## src/rtl/copro09_mem_pkg.sv

```systemverilog
// Shared types and constants for the coprocessor SRAM path.
// State encoding, port ids and default bus widths.
package copro09_mem_pkg;

  typedef enum logic [1:0] {
    IDLE,
    SETUP,
    ACCESS,
    DONE
  } state_t;

  localparam logic PORT_HOST = 1'b0;
  localparam logic PORT_CPU  = 1'b1;

  localparam int SRAM_ADDR_W = 19;
  localparam int SRAM_DATA_W = 8;
  localparam int BURST_W     = 4;

endpackage

```

## src/rtl/sram_arbiter_select.sv

```systemverilog
// Combinational winner choice between host and cpu requests.
// SRAM_ARB_RR_EN selects strict round-robin instead of host-priority.
module arb_select
  import copro09_mem_pkg::*;
#(
  parameter int HOST_BURST_MAX = 4
) (
  input  logic               host_req,
  input  logic               cpu_req,
  input  logic               owner,
  input  logic [BURST_W-1:0] burst,
  output logic               grant,
  output logic               winner
);

  logic tie_win;

`ifdef SRAM_ARB_RR_EN
  logic unused_burst;
  assign unused_burst = ^burst;
  assign tie_win = ~owner;
`else
  logic unused_owner;
  assign unused_owner = owner;
  assign tie_win =
    (burst == BURST_W'(HOST_BURST_MAX)) ? PORT_CPU : PORT_HOST;
`endif

  // pick the port to serve this IDLE cycle
  always_comb begin
    grant  = host_req | cpu_req;
    winner = PORT_HOST;
    unique case (1'b1)
      host_req && cpu_req:  winner = tie_win;
      cpu_req && !host_req: winner = PORT_CPU;
      default:              winner = PORT_HOST;
    endcase
  end

endmodule

```

## src/rtl/sram_arbiter.sv

```systemverilog
// Two-port SRAM arbiter: host (C64 side) and 6809 cpu side.
// Build option SRAM_ARB_RR_EN: round-robin ties, no burst limit.
module sram_arbiter
  import copro09_mem_pkg::*;
#(
  parameter int ADDR_W         = SRAM_ADDR_W,
  parameter int DATA_W         = SRAM_DATA_W,
  parameter int WAIT_STATES    = 0,
  parameter int HOST_BURST_MAX = 4
) (
  input  logic              clock,
  input  logic              _reset,
  input  logic              host_req,
  input  logic              host_we,
  input  logic [ADDR_W-1:0] host_addr,
  input  logic [DATA_W-1:0] host_wdata,
  output logic              host_ack,
  output logic [DATA_W-1:0] host_rdata,
  input  logic              cpu_req,
  input  logic              cpu_we,
  input  logic [ADDR_W-1:0] cpu_addr,
  input  logic [DATA_W-1:0] cpu_wdata,
  output logic              cpu_ack,
  output logic [DATA_W-1:0] cpu_rdata,
  output logic [ADDR_W-1:0] address_mem,
  input  logic [DATA_W-1:0] data_mem_in,
  output logic [DATA_W-1:0] data_mem_out,
  output logic              data_mem_oe,
  output logic              _we_mem,
  output logic              _ce_ram,
  output logic              owner
);

  state_t state, state_nx;
  logic [2:0] wcnt, wcnt_nx;
  logic lat_we, lat_we_nx;
  logic grant, winner;
  logic [BURST_W-1:0] burst;

  logic [ADDR_W-1:0] addr_nx;
  logic [DATA_W-1:0] dout_nx;
  logic [DATA_W-1:0] hrd_nx, crd_nx;
  logic oe_nx, we_n_nx, ce_n_nx;
  logic hack_nx, cack_nx, owner_nx;

`ifndef SRAM_ARB_RR_EN
  logic [BURST_W-1:0] burst_nx;
`else
  assign burst = '0;
`endif

  arb_select #(
    .HOST_BURST_MAX(HOST_BURST_MAX)
  ) u_sel (
    .host_req(host_req),
    .cpu_req (cpu_req),
    .owner   (owner),
    .burst   (burst),
    .grant   (grant),
    .winner  (winner)
  );

  // next state and next registered pin/port values
  always_comb begin
    state_nx  = state;
    wcnt_nx   = wcnt;
    lat_we_nx = lat_we;
    owner_nx  = owner;
    addr_nx   = address_mem;
    dout_nx   = data_mem_out;
    oe_nx     = data_mem_oe;
    ce_n_nx   = _ce_ram;
    we_n_nx   = 1'b1;
    hack_nx   = 1'b0;
    cack_nx   = 1'b0;
    hrd_nx    = host_rdata;
    crd_nx    = cpu_rdata;
`ifndef SRAM_ARB_RR_EN
    burst_nx  = burst;
`endif
    unique case (state)
      IDLE: begin
        ce_n_nx = 1'b1;
        oe_nx   = 1'b0;
        if (grant) begin
          state_nx = SETUP;
          owner_nx = winner;
          ce_n_nx  = 1'b0;
          if (winner == PORT_CPU) begin
            addr_nx   = cpu_addr;
            lat_we_nx = cpu_we;
            oe_nx     = cpu_we;
            if (cpu_we) dout_nx = cpu_wdata;
          end else begin
            addr_nx   = host_addr;
            lat_we_nx = host_we;
            oe_nx     = host_we;
            if (host_we) dout_nx = host_wdata;
          end
`ifndef SRAM_ARB_RR_EN
          if (winner == PORT_CPU || !cpu_req)
            burst_nx = '0;
          else if (burst != BURST_W'(HOST_BURST_MAX))
            burst_nx = burst + 1'b1;
`endif
        end
      end
      SETUP: begin
        state_nx = ACCESS;
        wcnt_nx  = '0;
        we_n_nx  = ~lat_we;
      end
      ACCESS: begin
        if (wcnt == 3'(WAIT_STATES)) begin
          state_nx = DONE;
          if (owner == PORT_CPU) begin
            cack_nx = 1'b1;
            if (!lat_we) crd_nx = data_mem_in;
          end else begin
            hack_nx = 1'b1;
            if (!lat_we) hrd_nx = data_mem_in;
          end
        end else begin
          wcnt_nx = wcnt + 3'd1;
          we_n_nx = ~lat_we;
        end
      end
      DONE: begin
        state_nx = IDLE;
        ce_n_nx  = 1'b1;
        oe_nx    = 1'b0;
      end
      default: state_nx = IDLE;
    endcase
  end

  // state and output registers; reset drops any access in flight
  always_ff @(posedge clock or negedge _reset) begin
    if (!_reset) begin
      state        <= IDLE;
      wcnt         <= '0;
      lat_we       <= 1'b0;
      owner        <= PORT_HOST;
      address_mem  <= '0;
      data_mem_out <= '0;
      data_mem_oe  <= 1'b0;
      _we_mem      <= 1'b1;
      _ce_ram      <= 1'b1;
      host_ack     <= 1'b0;
      cpu_ack      <= 1'b0;
      host_rdata   <= '0;
      cpu_rdata    <= '0;
`ifndef SRAM_ARB_RR_EN
      burst        <= '0;
`endif
    end else begin
      state        <= state_nx;
      wcnt         <= wcnt_nx;
      lat_we       <= lat_we_nx;
      owner        <= owner_nx;
      address_mem  <= addr_nx;
      data_mem_out <= dout_nx;
      data_mem_oe  <= oe_nx;
      _we_mem      <= we_n_nx;
      _ce_ram      <= ce_n_nx;
      host_ack     <= hack_nx;
      cpu_ack      <= cack_nx;
      host_rdata   <= hrd_nx;
      cpu_rdata    <= crd_nx;
`ifndef SRAM_ARB_RR_EN
      burst        <= burst_nx;
`endif
    end
  end

endmodule

```

## config.mk

```make
export PLATFORM = sky130hd
export DESIGN_NAME = sram_arbiter
export DESIGN_NICKNAME = d
export VERILOG_FILES = /design/src/rtl/copro09_mem_pkg.sv /design/src/rtl/sram_arbiter_select.sv /design/src/rtl/sram_arbiter.sv
export SDC_FILE = /design/constraint.sdc
export NUM_CORES = 1
export LEC_CHECK = 0
export ABC_AREA = 1
export ABC_CLOCK_PERIOD_IN_PS = 1600
export CORE_ASPECT_RATIO = 1.5
export CORE_MARGIN = 1
export CORE_UTILIZATION = 30
export DETAILED_ROUTE_END_ITERATION = 16
export SLEW_MARGIN = 20
export SYNTH_ARGS = -nofsm -noshare
export SYNTH_HDL_FRONTEND = slang
export SYNTH_SLANG_ARGS = --single-unit
```

## constraint.sdc

```tcl
create_clock -name clock -period 1.6 [get_ports clock]
set_input_delay 0.32 -clock clock [delete_from_list [all_inputs] [get_ports clock]]
set_output_delay 0.32 -clock clock [all_outputs]
set_load 0.01 [all_outputs]
```

### Word-level counts from Yosys, hierarchy flattened

Cells that the tools add are included.

* register bits: 59
* bits of input ports: 68
* output and inout port bits: 49

* add/sub/neg operators: 2
* equal/unequal tests: 9
* multiplexer cells: 26
* bitwise operators: 3
* reductions and logical operators: 18

Operators by type and width (number)
* two-way mux 8 bit: 3
* two-way mux 19 bit: 1
* AND reduction 4 bit: 3
* two-way mux 1 bit: 11
* two-way mux 4 bit: 2
* != test 2 bit, second input constant: 4
* case mux 1 bit (2 select lines): 4
* case mux 2 bit (4 select lines): 1
* nonzero test 2 bit: 4
* case mux 3 bit (2 select lines): 1
* AND reduction 2 bit: 3
* adder 4 x 1 -> 4 bit, second input constant: 1
* equality test 2 bit, second input constant: 2
* equality test 4 x 3 -> 1 bit, second input constant: 1
* two-way mux 2 bit: 2
* != test 4 x 3 -> 1 bit, second input constant: 1
* adder 3 x 1 -> 3 bit, second input constant: 1
* zero test 3 bit: 1
* two-way mux 3 bit: 1
* AND reduction 3 bit: 1
* equality test 2 x 1 -> 1 bit, second input constant: 1
* logical AND 1 bit: 2
* zero test 1 bit: 2
* zero test 2 bit: 1
* 3 further kinds: 4

### Longest topological paths before layout

* depth after elaboration: 6
* mapped depth: 10
* gate-level depth less buffers: 9

### Modules after synthesis

Synthesis repeated with hierarchy kept, for this count alone.

* cell total of the unflattened synthesis: 325
* area total of the unflattened synthesis: 2851.5 µm²

Modules (own cells, without submodules)
* sram_arbiter: instances 1, cells each 315, area an instance 2805.2 µm²
* arb_select: instances 1, cells each 10, area an instance 46.3 µm²

### Worst setup path after synthesis

OpenSTA, ideal clock, no wires.

* kind: register to register
* from: register burst[0]
* to: register data_mem_out[0]
* setup time: 117 ps
* arrival time: 1295 ps
* required time: 1483 ps
* path slack: 187 ps
* cell stages (with the launch flop): 11
* path buffers: 1
* cells stage by stage: dfrtp_1 inv_1 ha_1 nand3_1 nand2_1 nand2_2 buf_4 nand2_1 nand2_2 nand3_1 nand2_1

* longest elaborated chain between the ends: 5
* elaborated cells between the ends (all ways): 7
* classes of those cells: eq/ne: 2; mux: 3; reduce/logical: 2

RTL lines
* start: declaration: line sram_arbiter.sv:38 `logic [BURST_W-1:0] burst;`
* start signal: assignment: line sram_arbiter.sv:171 `burst <= burst_nx;`
* equality test 4 x 3 -> 1 bit (*): line sram_arbiter_select.sv:26 `(burst == BURST_W'(HOST_BURST_MAX)) ? PORT_CPU : PORT_HOST;`
* two-way mux 1 bit (*): line sram_arbiter_select.sv:26
* case mux 1 bit (2 select lines) (*): line sram_arbiter_select.sv:33 `unique case (1'b1)`
* != test 2 bit (no line) or nonzero test 2 bit (tied branches)
* AND reduction 4 bit (no line)
* end signal: assignment: line sram_arbiter.sv:162 `data_mem_out <= dout_nx;`
* end: declaration: line sram_arbiter.sv:27 `output logic [DATA_W-1:0] data_mem_out,`

Mark *: on every way between the ends. The rest lies on a longest branch, timed or not.
A chain may end at the register's enable or synchronous reset.

### Final worst setup path

* from: register address_mem[4]
* to: output address_mem[4]

RTL lines
* start: declaration: line sram_arbiter.sv:25 `output logic [ADDR_W-1:0] address_mem,`
* start signal: assignment: line sram_arbiter.sv:161 `address_mem <= addr_nx;`

No word-level cell between the ends.

==> impl_results.md <==
* Critical path class: register to output port
* R2R Path Start: wcnt[0]
* HP Start: address_mem[2]
* Vias/cell at approximately 4.5
* Final setup violation count at 0
* Placer Congestion at around 0.80
* Non-Filler Instances at around 630
* Critical-path maximum fanout at 2
* Clk root buf: clkbuf_16
* Final hold vios at 0
* DRT Pass-1 Iters at 4
* Critical-path top delay cell: clkdlybuf4s50_1
* Buffers on Ports at between 100 and 150
* Net count after synthesis at 448
* Area contributors post-synth: dfrtp_1 (48%), nand2_1 (14%), o21ai_1 (7.3%)
* Chip height at around 120 microns
* Distinct cells, synth at 26
* Row count at 44
* Setup crit end kind: output port
* Area after DPL at about 4400 sq um
* Synth Instances at between 300 and 400
* Largest area contributor in the netlist: dfrtp_1
* Sequential share of the synthesized area at 50.0%
* Worst clock skew at between 0.005 and 0.006 ns
* Placed Instances at 607
* Chip width at between 80 and 90 microns
* Mean area per synthesized cell at slightly below 8 sq um
* Iteration-0 DRC count of the detailed router at approximately 110
* Max_cap viols at 0
* Setup_tns at 0 ns
* Worst-Margin Slew at between 0.3 and 0.4 ns
* First-pass GRT wire length at between 10000 and 15000 microns
* Clk_lat worst skew at approximately 0.33 ns
* Htree depth at 3
* Final instance area at 4740 sq um
* YS warnings at 0
* Drt total wl at roughly 8000 microns
* Worst relative slew slack at 77.6%
* Initial Util at between 30% and 40%
* Layout cells sized above 1 at 11.3%
* DRC at 0
* CTS tree: built
* Crit share post-route at between 90% and 100%
* Critical path arrival at 1.24 ns
* Post-place setup slack at -0.203 ns
* Setup WS post-layout at between 0.04 and 0.05 ns
* Floorplan core area at slightly below 10000 sq um
* Max-slew violations at 0
* Longest Clk Path Bufs at 2
* CP startpoint kind: register
* Worst EP required at 1.28 ns
* Static leakage at about 0.0023 uW
* Routed Antenna Nets at 0
* Post-DP HPWL at about 5700 microns
* Vias in the first global route at 2701
* Drt wl/cell at between 10 and 15 microns
* # diodes at 0
* Largest net degree at the start of global routing at 60
* Worst vdd ir at between 800 and 900 uV
* Share of Yosys cell area claimed by the top area cell type at between 40% and 50%
* Grt ovf at 0
* Largest stage delay on the critical path at approximately 0.56 ns
* Count of state elements after synthesis at 59
* Post-layout minimum cycle time at between 1.5 and 2 ns
* Total track usage at 15.5%
* DR vias at 2802
* Die Area at slightly above 10000 sq um
* Top Family by Delay on Critical Path: buffers and inverters
* Setup crit start: address_mem[4]
* Crit path cell chain: clkdlybuf4s50_1
* Fill count at roughly 920
* Hold WC Path Type: register to register
* IO Pins at 117
* Num CTS Buffers at 9
* Status: finished clean
* CTS sink count at between 50 and 60
* Initial antenna violation count at 0
* P per Cell Area at roughly 1800 nW/um^2
* Nets at just under 600
* Total Power at between 8000 and 9000 uW
* Clock-pin slew on the worst setup and hold paths at 0.05 ns
* Fmax at between 0.6 and 0.7 GHz
* WP buf/inv at 1
* Netlist Area Pre-Place at 2960 sq um
* Synth-to-Final Area Change at 60.1%
Yosys cell counts:
cell / count
a22oi_1: 1
buf_4: 2
xnor2_1: 1
or2_1: 1
buf_2: 9
nand3_1: 32
buf_6: 3
nor3_1: 2
ha_1: 8
nand3_4: 1
xor2_1: 1
o21ai_1: 43
nand2_1: 114
dfrtp_1: 57
inv_2: 2
nor2_2: 2
inv_1: 54
o21ai_0: 2
dfstp_2: 2
nor2_1: 26
nand3_2: 1
a21oi_1: 1
nand2_2: 3
o31ai_1: 1
nor2_8: 1
nor3_4: 2
cells by family after synthesis:
group | share of synthesized area, %
buffers and inverters | 10.3
DFF | 50.0
adders and majority gates | 3.38
AOI/OAI and AO/OA | 8.29
xor gates and xnor gates | 0.592
and+or+nand+nor | 27.5
worst paths after layout:
path,to,cells after the start,slack [ns]
setup / recovery,address_mem[4],1,0.04
hold / removal,address_mem[2],2,0.49
setup reg to reg,host_rdata[5],9,0.12
hold reg to reg,address_mem[2],2,0.49
max in group asynchronous,_ce_ram,3,0.75
min in group asynchronous,address_mem[14],3,0.51
metrics by stage:
step | util (%) | hold WS [ns]
after floorplan | - | 0.0244
after CTS | 48.6 | 0.490
final | 49.2 | 0.487
after detailed placement | 45.4 | 0.351
after global placement | 45.4 | 0.353
after global routing | 49.2 | 0.510
layout make-up:
type | count | area (sq um) | share of cell area (%)
Inverter | 56 | 210 | 4.44
Clock buffer | 11 | 243 | 5.12
Timing Repair Buffer | 137 | 1400 | 29.5
Sequential cell | 59 | 1480 | 31.2
Tap cell | 115 | 144 | 3.04
Multi-Input combinational cell | 244 | 1210 | 25.5
Clock inverter | 5 | 52.6 | 1.11
report_power, final:
group / leakage, uW / switching (uW) / internal, uW
combinational: 0.00145 / 1830 / 1990
clock: 0.000145 / 650 / 1240
sequential: 0.000732 / 421 / 2220
per-layer routing:
layer,global-route usage (%),up-vias,part of all wire (%)
met5,0,-,0
met4,9.59,0,2.7
met3,3.58,13,4.4
met2,27.1,81,52
met1,17.2,1284,41
li1,-,1424,-
repair_timing:
| item | 4_1_cts | 5_1_grt |
|---|---|---|
| gates resized for setup | 5 | 13 |
| endpoints found under the hold margin | 13 | 0 |
| gates cloned | 0 | 1 |
| hold buffers | 1 | 0 |
| pin swaps | 0 | 4 |
| setup endpoints to repair | 5 | 34 |
| setup buffers | 0 | 2 |
sequential cells by signal (all words and copies together), names as in the netlist, 2 cells and up:
signal / count
data_mem_out: 8
wcnt: 3
address_mem: 19
host_rdata: 8
burst: 4
cpu_rdata: 8
state: 2
cell usage in the layout, fill, tap and decap left out, types with 2 or more instances in the layout:
cell type,instances
buf_12,6
buf_4,14
clkbuf_16,9
clkdlybuf4s50_1,108
clkinv_2,3
dfrtp_1,56
dfstp_2,2
dlygate4sd2_1,3
dlymetal6s2s_1,4
ha_1,7
inv_1,51
inv_2,5
nand2_1,113
nand2_2,4
nand3_1,32
nor2_1,25
nor2_2,2
nor3_1,2
nor3_4,2
o21ai_0,2
o21ai_1,43
worst register-to-register path: stages (launching register included):
cell,delay [ns]
dfrtp_1,0.38
inv_1,0.10
ha_1,0.15
inv_1,0.07
nor2_4,0.11
nand2_4,0.09
nor3_4,0.21
buf_12,0.16
nand2_1,0.05
o21ai_1,0.08
Power figures use the tool's default switching activity.
